$ cat config.mk
export PLATFORM = sky130hd
export DESIGN_NAME = seq_stage_controller
export DESIGN_NICKNAME = d
export VERILOG_FILES = /design/src/rtl/seq_stage_controller.sv
export SDC_FILE = /design/constraint.sdc
export NUM_CORES = 1
export LEC_CHECK = 0
export BUFFER_PORTS_ARGS = -buffer_cell sky130_fd_sc_hd__buf_2
export CAP_MARGIN = 20
export CORE_MARGIN = 2
export CORE_UTILIZATION = 44
export CTS_CLUSTER_SIZE = 12
export DETAILED_ROUTE_END_ITERATION = 16
export PLACE_DENSITY = 0.86
export SYNTH_ARGS = -nofsm -noshare
export SYNTH_HDL_FRONTEND = slang
export SYNTH_SLANG_ARGS = --single-unit
export TNS_END_PERCENT = 5
$ cat constraint.sdc
create_clock -name clk -period 2.2 [get_ports clk]
set_clock_uncertainty 0.15 [all_clocks]
set_input_delay 0.11 -clock clk [delete_from_list [all_inputs] [get_ports clk]]
set_output_delay 0.11 -clock clk [all_outputs]
set_load 0.1 [all_outputs]
$ cat src/rtl/seq_stage_controller.sv
// Multi-cycle stage sequencer for the sequential Y86-64 core: owns PC and status,
// walks each instruction through the six datapath stages and parks in HALT on faults.
module seq_stage_controller #(
  parameter logic [63:0] START_PC    = 64'd32,
  parameter int unsigned MEM_TIMEOUT = 16
) (
  input  logic        clk,
  input  logic        reset,
  input  logic        start,
  input  logic [3:0]  icode,
  input  logic        instr_valid,
  input  logic        imem_error,
  input  logic        dmem_error,
  input  logic        mem_ready,
  input  logic [63:0] new_pc,
  output logic [63:0] PC,
  output logic        fetch_en,
  output logic        decode_en,
  output logic        execute_en,
  output logic        memory_en,
  output logic        writeback_en,
  output logic        pc_update_en,
  output logic [2:0]  stat,
  output logic        halted,
  output logic        busy,
  output logic [31:0] instr_count
);

  localparam int unsigned     WAIT_W    = $clog2(MEM_TIMEOUT) + 1;
  localparam logic [WAIT_W-1:0] WAIT_LAST = WAIT_W'(MEM_TIMEOUT - 1);

  localparam logic [2:0] STAT_AOK = 3'd1;
  localparam logic [2:0] STAT_HLT = 3'd2;
  localparam logic [2:0] STAT_ADR = 3'd3;
  localparam logic [2:0] STAT_INS = 3'd4;

  typedef enum logic [2:0] {
    S_IDLE, S_FETCH, S_DECODE, S_EXECUTE, S_MEMORY, S_WRITEBACK, S_PCUPD, S_HALT
  } state_t;

  state_t             state_q, state_d;
  logic [3:0]         icode_q, icode_d;
  logic [WAIT_W-1:0]  wait_q, wait_d;
  logic [63:0]        pc_q, pc_d;
  logic [2:0]         stat_q, stat_d;
  logic [31:0]        count_q, count_d;
  logic [5:0]         en_q, en_d;
  logic               busy_q, busy_d;
  logic               halted_q, halted_d;
  logic               is_mem_op;

  always_comb begin
    case (icode_q)
      4'h4, 4'h5, 4'h8, 4'h9, 4'hA, 4'hB: is_mem_op = 1'b1;
      default:                            is_mem_op = 1'b0;
    endcase
  end

  always_comb begin
    state_d = state_q;
    icode_d = icode_q;
    wait_d  = '0;
    pc_d    = pc_q;
    stat_d  = stat_q;
    count_d = count_q;
    case (state_q)
      S_IDLE:      if (start) state_d = S_FETCH;
      S_FETCH: begin
        icode_d = icode;
        if (imem_error) begin
          stat_d  = STAT_ADR;
          state_d = S_HALT;
        end else if (!instr_valid) begin
          stat_d  = STAT_INS;
          state_d = S_HALT;
        end else if (icode == 4'h0) begin
          stat_d  = STAT_HLT;
          state_d = S_HALT;
        end else begin
          state_d = S_DECODE;
        end
      end
      S_DECODE:    state_d = S_EXECUTE;
      S_EXECUTE:   state_d = S_MEMORY;
      // wait_q counts MEMORY cycles already spent, so the timeout fires on cycle MEM_TIMEOUT
      S_MEMORY: begin
        if (!is_mem_op) begin
          state_d = S_WRITEBACK;
        end else if (dmem_error) begin
          stat_d  = STAT_ADR;
          state_d = S_HALT;
        end else if (mem_ready) begin
          state_d = S_WRITEBACK;
        end else if (wait_q == WAIT_LAST) begin
          stat_d  = STAT_ADR;
          state_d = S_HALT;
        end else begin
          wait_d = wait_q + WAIT_W'(1);
        end
      end
      S_WRITEBACK: state_d = S_PCUPD;
      S_PCUPD: begin
        pc_d = new_pc;
        if (count_q != 32'hFFFF_FFFF) count_d = count_q + 32'd1;
        state_d = S_FETCH;
      end
      S_HALT:      state_d = S_HALT;
      default:     state_d = S_IDLE;
    endcase

    en_d = '0;
    case (state_d)
      S_FETCH:     en_d[0] = 1'b1;
      S_DECODE:    en_d[1] = 1'b1;
      S_EXECUTE:   en_d[2] = 1'b1;
      S_MEMORY:    en_d[3] = 1'b1;
      S_WRITEBACK: en_d[4] = 1'b1;
      S_PCUPD:     en_d[5] = 1'b1;
      default:     en_d    = '0;
    endcase
    busy_d   = (state_d != S_IDLE) && (state_d != S_HALT);
    halted_d = (state_d == S_HALT);
  end

  always_ff @(posedge clk) begin
    if (reset) begin
      state_q  <= S_IDLE;
      icode_q  <= 4'h0;
      wait_q   <= '0;
      pc_q     <= START_PC;
      stat_q   <= STAT_AOK;
      count_q  <= 32'd0;
      en_q     <= '0;
      busy_q   <= 1'b0;
      halted_q <= 1'b0;
    end else begin
      state_q  <= state_d;
      icode_q  <= icode_d;
      wait_q   <= wait_d;
      pc_q     <= pc_d;
      stat_q   <= stat_d;
      count_q  <= count_d;
      en_q     <= en_d;
      busy_q   <= busy_d;
      halted_q <= halted_d;
    end
  end

  assign PC           = pc_q;
  assign fetch_en     = en_q[0];
  assign decode_en    = en_q[1];
  assign execute_en   = en_q[2];
  assign memory_en    = en_q[3];
  assign writeback_en = en_q[4];
  assign pc_update_en = en_q[5];
  assign stat         = stat_q;
  assign halted       = halted_q;
  assign busy         = busy_q;
  assign instr_count  = count_q;

endmodule

==> results of run 1 <==
[metal layers]
layer  share of wire (%)  wire, um
met3                 5.5       793
met5                   0         0
met4                 2.1       308
met1                  40      5838
met2                  52      7588
[worst min-delay path by stage]
stage	endpoint	slack, ns	depth (start not counted)
final	state_q[2]$_SDFF_PP0_	0.16	5
after global routing	state_q[2]$_SDFF_PP0_	0.17	5
after CTS	state_q[2]$_SDFF_PP0_	0.09	5
after detailed placement	PC[5]$_SDFFE_PP1P_	0.19	3
after global placement	PC[5]$_SDFFE_PP1P_	0.17	3
after floorplan	PC[5]$_SDFFE_PP1P_	0.08	2
[cell usage after synthesis (2+ instances only)]
cell type	number
sky130_fd_sc_hd__nand2_1	147
sky130_fd_sc_hd__dfxtp_1	118
sky130_fd_sc_hd__a21oi_1	93
sky130_fd_sc_hd__clkbuf_1	30
sky130_fd_sc_hd__nor2_1	28
sky130_fd_sc_hd__o21ai_0	16
sky130_fd_sc_hd__nand3_1	13
sky130_fd_sc_hd__o31ai_1	11
sky130_fd_sc_hd__or3_1	11
sky130_fd_sc_hd__or4_2	9
sky130_fd_sc_hd__inv_1	8
sky130_fd_sc_hd__nand4_1	7
sky130_fd_sc_hd__and3_1	6
sky130_fd_sc_hd__nor3_1	6
sky130_fd_sc_hd__mux2i_1	5
sky130_fd_sc_hd__nor2b_1	5
sky130_fd_sc_hd__and4_1	4
sky130_fd_sc_hd__buf_1	3
sky130_fd_sc_hd__ha_1	3
sky130_fd_sc_hd__nand2b_1	3
sky130_fd_sc_hd__nor4_1	3
sky130_fd_sc_hd__or3_2	3
sky130_fd_sc_hd__xnor2_1	3
sky130_fd_sc_hd__and2_1	2
sky130_fd_sc_hd__nor3b_1	2
sky130_fd_sc_hd__nor4_4	2
sky130_fd_sc_hd__o211ai_1	2
sky130_fd_sc_hd__o21a_1	2
sky130_fd_sc_hd__o22ai_1	2
sky130_fd_sc_hd__xor2_1	2
[stage by stage]
stage | TNS, ns | std cells | utilization (%) | hold slack [ns] | power [uW]
final | 0 | 989 | 70.95 | 0.1553 | 6451
after global routing | -0.08036 | 988 | 70.92 | 0.1694 | 6682
after CTS | 0 | 988 | 70.67 | 0.09346 | 6436
after detailed placement | 0 | 874 | 56.94 | 0.1887 | 3573
after global placement | 0 | 874 | 56.94 | 0.1703 | 3556
after floorplan | -0.8459 | 571 | - | 0.08425 | 3307
[logic make-up (layout without fill, tap and decap cells)]
logic type	count (synthesis)	count (layout)	synth area share, %
AND/OR/NAND/NOR	260	260	26.97
AO/OA/AOI/OAI	135	135	15.80
flip-flops	118	118	49.97
buffers and inverters	43	324	3.917
multiplexers	7	7	1.615
XOR/XNOR	5	5	0.9266
adder cells (fa/ha/maj)	3	3	0.7942
other	0	1	0
[state kept, by name, indices dropped and copies added (netlist names)]
register	flops
PC	64
busy	1
en_q	6
halted	1
icode_q	3
instr_count	32
stat	3
state_q	3
wait_q	5
[power groups by stage]
stage	Combinational, uW	Clock (uW)	Sequential, uW
floorplan	368	0	2940
global placement	1230	0	2320
detailed placement	1250	0	2330
CTS	1370	2790	2280
global route	1500	2890	2290
finish	1410	2750	2280
[what timing repair did]
action,CTS,global route
setup buffers,0,0
endpoints found under the setup margin,0,12
endpoints found under the hold margin,102,0
gates resized for setup,0,5
hold buffers,82,0
[worst register-to-register path, cell delays in order, from the launching register on]
cell                      delay [ns]
sky130_fd_sc_hd__dfxtp_4        0.37
sky130_fd_sc_hd__nand4_4        0.13
sky130_fd_sc_hd__nor4_4         0.47
sky130_fd_sc_hd__nand2_1        0.12
sky130_fd_sc_hd__or4_2          0.65
sky130_fd_sc_hd__a21oi_1        0.16
[area by class of cell]
type / count / area [um2]
Fill cell: 805 / 3013
Sequential cell: 118 / 2445
Multi-Input combinational cell: 410 / 2207
Timing Repair Buffer: 284 / 1899
Clock buffer: 22 / 485.5
Tap cell: 136 / 170.2
Clock inverter: 10 / 117.6
Inverter: 8 / 30.03
Antenna cell: 1 / 2.502
==> results.rst, run 1 <==
.. list-table::
   :header-rows: 1

   * - Metric
     - Value
   * - Status
     - complete, no violations
   * - IO Pins
     - 182
   * - Number of nets with antenna violations after routing
     - 0
   * - Final number of max-transition violations
     - 0
   * - Endpoint of the most critical register-to-register path
     - instr_count[21]$_SDFFE_PP0P_
   * - Clock buffer count from CTS
     - 17
   * - Combinational share of power
     - 21.9%
   * - Clock Root Buffer
     - sky130_fd_sc_hd__clkbuf_8
   * - Data arrival at the endpoint of the critical path
     - 2.39 ns
   * - Maximum number of pins on one net before global-route repair
     - 64
   * - Layout-stage area growth over the synthesis result
     - 55.64%
   * - Worst-case headroom to the max-slew limit
     - 55.19%
   * - Transition time at the pin with the least slew margin
     - 0.6722 ns
   * - Pre-CTS setup slack
     - 0.03079 ns
   * - # rows
     - 37
   * - CTS H-tree depth
     - 4
   * - Startpoint kind of the worst setup timing path
     - register
   * - Hold Crit Start
     - icode[0]
   * - Total length of routed wires
     - 14,530 um
   * - Synthesized netlist net count
     - 649
   * - Largest delay contributor family on the critical path
     - simple AND/OR/NAND/NOR gates
   * - Synth area leaders
     - sky130_fd_sc_hd__dfxtp_1 (50%), sky130_fd_sc_hd__nand2_1 (12%), sky130_fd_sc_hd__a21oi_1 (9.8%)
   * - Kind of path behind the tightest hold check
     - in2reg
   * - Die ar.
     - 11,590 um2
   * - NumNets Final
     - 917
   * - Startpoint of the worst setup timing path
     - instr_count[5]$_SDFFE_PP0P_
   * - # setup viols final
     - 0
   * - Met2 routing resource usage after global routing
     - 44.74%
   * - Die extent in x
     - 107.7 um
   * - Met1 GRT Util
     - 25.73%
   * - Length in cells of the worst reg-to-reg path
     - 5
   * - Count of flip-flops with a built-in enable after synthesis
     - 0
   * - DRC viols
     - 0
   * - Routed via count divided by cell count
     - 5.120
   * - Internal power of the cells
     - 4398 uW
   * - Initial cell density of the core
     - 45.58%
   * - First-pass GRT wire length
     - 22,360 um
   * - Number of max-capacitance violations reported
     - 0
   * - Total Routing Usage GR
     - 24.06%
   * - Critical path fanouts, max
     - 7
   * - Proportion of power drawn by flip-flops and latches
     - 35.4%
   * - Synth Cell Area
     - 4727 um2
   * - Leakage power summed over all cells
     - 0.003175 uW
   * - Per-cell routed wire length
     - 14.69 um
   * - Dpl cell area
     - 5904 um2
   * - Cell Pwr Density
     - 876.9 nW/um2
   * - Layout cell share with drive strength beyond 1
     - 34.27%
   * - Reg2Reg Setup Slack
     - 0.07 ns
   * - Peak clock frequency supported by timing
     - 468.9 MHz
   * - Synth top area share
     - 49.97%
   * - Final critical path time including I/O delays and setup
     - 2.133 ns
   * - Clock group share of total power
     - 42.7%
   * - Post-synthesis register bit count
     - 118
   * - Number of instances in the synthesized netlist
     - 571
   * - Most common library cell in the layout ignoring fill and taps
     - sky130_fd_sc_hd__buf_2
   * - Final setup slack of the worst path
     - 0.06713 ns
   * - Number of cells on the critical path
     - 5
   * - Antenna violations before repair
     - 0
   * - Placer Congestion
     - 0.8051
   * - R2R Path Start
     - instr_count[5]$_SDFFE_PP0P_
   * - Clock sinks
     - 118
   * - Half-perimeter wire length of the detailed placement result
     - 8468 um
   * - Core Footprint
     - 10,370 um2
   * - Critical path buffer and inverter count
     - 0
   * - Per-instance average area after synthesis
     - 8.279 um2
   * - Global-route met3 utilization
     - 7.143%
   * - Violation count after the first detailed-routing iteration
     - 307
   * - RSZ-0062 raised after global routing
     - yes
   * - Type of element capturing the critical path
     - register
   * - Max stage delay on crit path
     - 0.65 ns
   * - TritonCTS clock tree
     - done
   * - GRT Max-Usage Layer
     - met2
   * - Period utilization
     - 96.95%
   * - Top cell type by total area after synthesis
     - sky130_fd_sc_hd__dfxtp_1
   * - Most used cells in the layout excluding fill and tap cells
     - sky130_fd_sc_hd__buf_2 (180), sky130_fd_sc_hd__nand2_1 (147), sky130_fd_sc_hd__a21oi_1 (91), sky130_fd_sc_hd__dfxtp_1 (86), sky130_fd_sc_hd__dlygate4sd3_1 (82)
   * - Number of warnings issued by yosys
     - 0
   * - Fraction of registers with async set or reset after synthesis
     - 0%
   * - Sum of overflow across all layers after global routing
     - 0
   * - Switch Pwr
     - 2053 uW
   * - End of the critical path
     - instr_count[21]$_SDFFE_PP0P_
   * - Height of the die
     - 107.7 um
   * - Switching power as a share of total power
     - 31.83%
   * - Cells along the critical path
     - nand4_4, nor4_4, nand2_1, or4_2, a21oi_1
   * - IR drop worst, VDD
     - 0.8041 mV
   * - Sequential-to-total area share from yosys stat
     - 49.97%
   * - Number of vias after detailed routing
     - 5,064
   * - Clock transition at path regs
     - 0.06 ns
   * - Via count of the first global-routing pass
     - 4,853
   * - Crit Path Category
     - reg2reg
   * - Count of TritonRoute iterations in the first routing pass
     - 4
   * - Clock tree buffer depth
     - 2
   * - Count of buffers from port buffering
     - 181
   * - Finished layout cell area
     - 7357 um2
   * - Number of distinct library cells after synthesis
     - 52
   * - Clock latency on the worst-skew pair
     - 0.49 ns
   * - Required time at the endpoint of the critical path
     - 2.45 ns
   * - Worst-path cell with the longest stage delay
     - sky130_fd_sc_hd__or4_2
   * - Ys flop type
     - sky130_fd_sc_hd__dfxtp_1
   * - Endpoints failing hold
     - 0
No activity file was read; power rests on OpenSTA's default activity.
==> run 2, diff against run 1 <==
--- a/config.mk
+++ b/config.mk
@@ -12,6 +12,7 @@
 export CTS_CLUSTER_SIZE = 12
 export DETAILED_ROUTE_END_ITERATION = 16
 export PLACE_DENSITY = 0.86
+export SETUP_SLACK_MARGIN = 0.2
 export SYNTH_ARGS = -nofsm -noshare
 export SYNTH_HDL_FRONTEND = slang
 export SYNTH_SLANG_ARGS = --single-unit
==> run 2 against run 1 <==
Non-clock buffer count grew 13. Hold slack gained 0.0052 ns. First-iteration DRC count grew 24%. Utilization grew 0.37 points. Worst setup slack gained 0.035 ns. Critical endpoint is now instr_count[3]$_SDFFE_PP0P_. Largest cell class unchanged.
==> results.rst, run 2 (synthesized netlist as in run 1, its figures left out) <==
.. list-table::
   :header-rows: 1

   * - Metric
     - Value
   * - Total Routing Usage GR
     - 24.62% (+0.56 points)
   * - Final critical path time including I/O delays and setup
     - 2.098 ns (-0.03510 ns)
   * - Reg2Reg Setup Slack
     - 0.10 ns (+0.04 ns)
   * - Violation count after the first detailed-routing iteration
     - 380 (+24%)
   * - Die ar.
     - 11,590 um2 (unchanged)
   * - Clock transition at path regs
     - 0.06 ns (about the same)
   * - Number of vias after detailed routing
     - 5,150 (+1.7%)
   * - Kind of path behind the tightest hold check
     - in2reg
   * - Data arrival at the endpoint of the critical path
     - 2.32 ns (-0.07 ns)
   * - Endpoint, Worst Hold
     - state_q[2]$_SDFF_PP0_
   * - TritonCTS clock tree
     - done
   * - Type of element capturing the critical path
     - register
   * - Clock buffer count from CTS
     - 17 (unchanged)
   * - RSZ-0062 raised after global routing
     - yes
   * - Height of the die
     - 107.7 um (unchanged)
   * - Maximum number of pins on one net before global-route repair
     - 58 (-9.4%)
   * - # setup viols final
     - 0 (unchanged)
   * - Count of TritonRoute iterations in the first routing pass
     - 7 (+3)
   * - Clock Root Buffer
     - sky130_fd_sc_hd__clkbuf_8
   * - Clock tree buffer depth
     - 2 (unchanged)
   * - Antenna violations before repair
     - 0 (unchanged)
   * - Placer Congestion
     - 0.8084 (+0.41%)
   * - Cell Pwr Density
     - 832.7 nW/um2 (-5.0%)
   * - Layout cell share with drive strength beyond 1
     - 34.34% (+0.063 points)
   * - Pre-CTS setup slack
     - 0.07140 ns (+0.04061 ns)
   * - Length in cells of the worst reg-to-reg path
     - 6 (+1)
   * - Leakage power summed over all cells
     - 0.003218 uW (+1.3%)
   * - # rows
     - 37 (unchanged)
   * - Endpoint of the most critical register-to-register path
     - instr_count[3]$_SDFFE_PP0P_
   * - Initial cell density of the core
     - 45.58% (unchanged)
   * - Critical path fanouts, max
     - 6 (-1)
   * - Die extent in x
     - 107.7 um (unchanged)
   * - Number of cells on the worst hold path
     - 5 (unchanged)
   * - Dpl cell area
     - 5877 um2 (-0.47%)
   * - IR drop worst, VDD
     - 0.6367 mV (-21%)
   * - DRC viols
     - 0 (unchanged)
   * - Transition time at the pin with the least slew margin
     - 0.5978 ns (-0.07440 ns)
   * - Routed via count divided by cell count
     - 5.140 (+0.38%)
   * - IO Pins
     - 182 (unchanged)
   * - Largest delay contributor family on the critical path
     - simple AND/OR/NAND/NOR gates
   * - Endpoints failing hold
     - 0 (unchanged)
   * - Sum of overflow across all layers after global routing
     - 0 (unchanged)
   * - Required time at the endpoint of the critical path
     - 2.43 ns (-0.02 ns)
   * - Final setup slack of the worst path
     - 0.1022 ns (+0.03510 ns)
   * - NumNets Final
     - 930 (+1.4%)
   * - Max stage delay on crit path
     - 0.57 ns (-0.08 ns)
   * - Number of max-capacitance violations reported
     - 0 (unchanged)
   * - Crit Path Category
     - reg2reg
   * - Peak clock frequency supported by timing
     - 476.7 MHz (+1.7%)
   * - Critical path buffer and inverter count
     - 1 (+1)
   * - Count of buffers from port buffering
     - 181 (unchanged)
   * - Finished layout cell area
     - 7396 um2 (+0.53%)
   * - Clock sinks
     - 118 (unchanged)
   * - CTS H-tree depth
     - 4 (unchanged)
   * - Half-perimeter wire length of the detailed placement result
     - 8453 um (-0.18%)
   * - Total length of routed wires
     - 14,700 um (+1.2%)
   * - Final number of max-transition violations
     - 0 (unchanged)
   * - Clock latency on the worst-skew pair
     - 0.50 ns (about the same)
   * - Via count of the first global-routing pass
     - 4,897 (+0.91%)
   * - Layout-stage area growth over the synthesis result
     - 56.46%
   * - Per-cell routed wire length
     - 14.67 um (-0.12%)
   * - R2R Path Start
     - instr_count[6]$_SDFFE_PP0P_
   * - First-pass GRT wire length
     - 22,710 um (+1.6%)
   * - Hold Crit Start
     - icode[0]
   * - Number of nets with antenna violations after routing
     - 0 (unchanged)
   * - Worst-case headroom to the max-slew limit
     - 60.15% (+5.0 points)
   * - Startpoint kind of the worst setup timing path
     - register
   * - Worst-path cell with the longest stage delay
     - sky130_fd_sc_hd__or4_4
   * - Largest register FFs
     - 64 (unchanged)
   * - Cells along the critical path
     - nand4_4, or4_4, nor4_4, buf_4, nor3b_2, mux2_4
   * - Status
     - complete, no violations
   * - Core Footprint
     - 10,370 um2 (unchanged)
   * - Most used cells in the layout excluding fill and tap cells
     - sky130_fd_sc_hd__buf_2 (180), sky130_fd_sc_hd__nand2_1 (146), sky130_fd_sc_hd__a21oi_1 (92), sky130_fd_sc_hd__dlygate4sd3_1 (91), sky130_fd_sc_hd__dfxtp_1 (86)
   * - Most common library cell in the layout ignoring fill and taps
     - sky130_fd_sc_hd__buf_2
   * - Period utilization
     - 95.35% (-1.6 points)
-- run 2: changes by cell type in the layout (fill, tap and decap cells not counted), moves of 2 or more --
cell | before | now
sky130_fd_sc_hd__clkinv_4 | 4 | 1
sky130_fd_sc_hd__inv_4 | 0 | 3
sky130_fd_sc_hd__inv_6 | 0 | 3
sky130_fd_sc_hd__bufinv_16 | 2 | 0
sky130_fd_sc_hd__dlygate4sd3_1 | 82 | 91
sky130_fd_sc_hd__clkinvlp_4 | 1 | 4
sky130_fd_sc_hd__buf_4 | 21 | 26
-- run 2: what timing repair did --
| item | in CTS | in global routing |
|---|---|---|
| gates resized for setup | 1 | 5 |
| buffers inserted | 2 | 4 |
| pin swaps | 1 | 3 |
| cloned | 0 | 0 |
| hold buffers | 91 | 0 |
| endpoints found under the hold margin | 100 | 0 |
| endpoints found under the setup margin | 28 | 56 |
-- run 2: final cells by class --
cell class                 count  area, um2
clock inverter                13      93.84
antenna                        1      2.502
fill                         749       2974
timing repair buffer         297       2007
inverter                       8      30.03
tap                          136      170.2
clock buffer                  19      442.9
multi-input combinational    410       2205
sequential                   118       2445
-- run 2: layer usage --
metal,vias to the layer above,wire length [um],GRT usage (%),part of all wire [%]
met5,-,0,0,0
met4,0,377,11.72,2.6
met3,40,794,6.719,5.4
met2,191,7741,43.26,53
met1,2388,5788,27.40,39
li1,2531,-,-,-
-- run 2: worst max path at each step --
stage,cells past startpoint,startpoint,endpoint
final,6,instr_count[6]$_SDFFE_PP0P_,instr_count[3]$_SDFFE_PP0P_
after global placement,4,instr_count[5]$_SDFFE_PP0P_,instr_count[15]$_SDFFE_PP0P_
after floorplan,6,instr_count[7]$_SDFFE_PP0P_,instr_count[3]$_SDFFE_PP0P_
after global routing,8,wait_q[0]$_SDFF_PP0_,en_q[4]$_SDFF_PP0_
after CTS,4,instr_count[5]$_SDFFE_PP0P_,instr_count[15]$_SDFFE_PP0P_
after detailed placement,8,wait_q[0]$_SDFF_PP0_,stat[0]$_SDFFE_PP1P_
-- run 2: where the power goes --
part | internal, uW | total [uW] | switching, uW
Combinational | 387 | 1400 | 1020
Clock | 1460 | 2470 | 1010
Sequential | 2230 | 2280 | 54.9
Total | 4080 | 6160 | 2080
-- run 2: through the flow --
stage / utilization [%] / cells / hold slack, ns / TNS, ns / total power (uW)
final: 71.32 / 1002 / 0.1605 / 0 / 6158
after detailed placement: 56.67 / 872 / 0.1823 / 0 / 3567
after global placement: 56.67 / 872 / 0.1718 / 0 / 3554
after floorplan: - / 571 / 0.08425 / -0.8459 / 3307
after CTS: 70.84 / 997 / 0.1329 / 0 / 6170
after global routing: 71.30 / 1001 / 0.1503 / -0.004527 / 6386
-- run 2: worst min-delay path, stage by stage --
cell and delay, ns:
sky130_fd_sc_hd__buf_2 0.08, sky130_fd_sc_hd__nor4_1 0.05, sky130_fd_sc_hd__buf_4 0.14, sky130_fd_sc_hd__o31ai_1 0.27
sky130_fd_sc_hd__a21oi_1 0.09
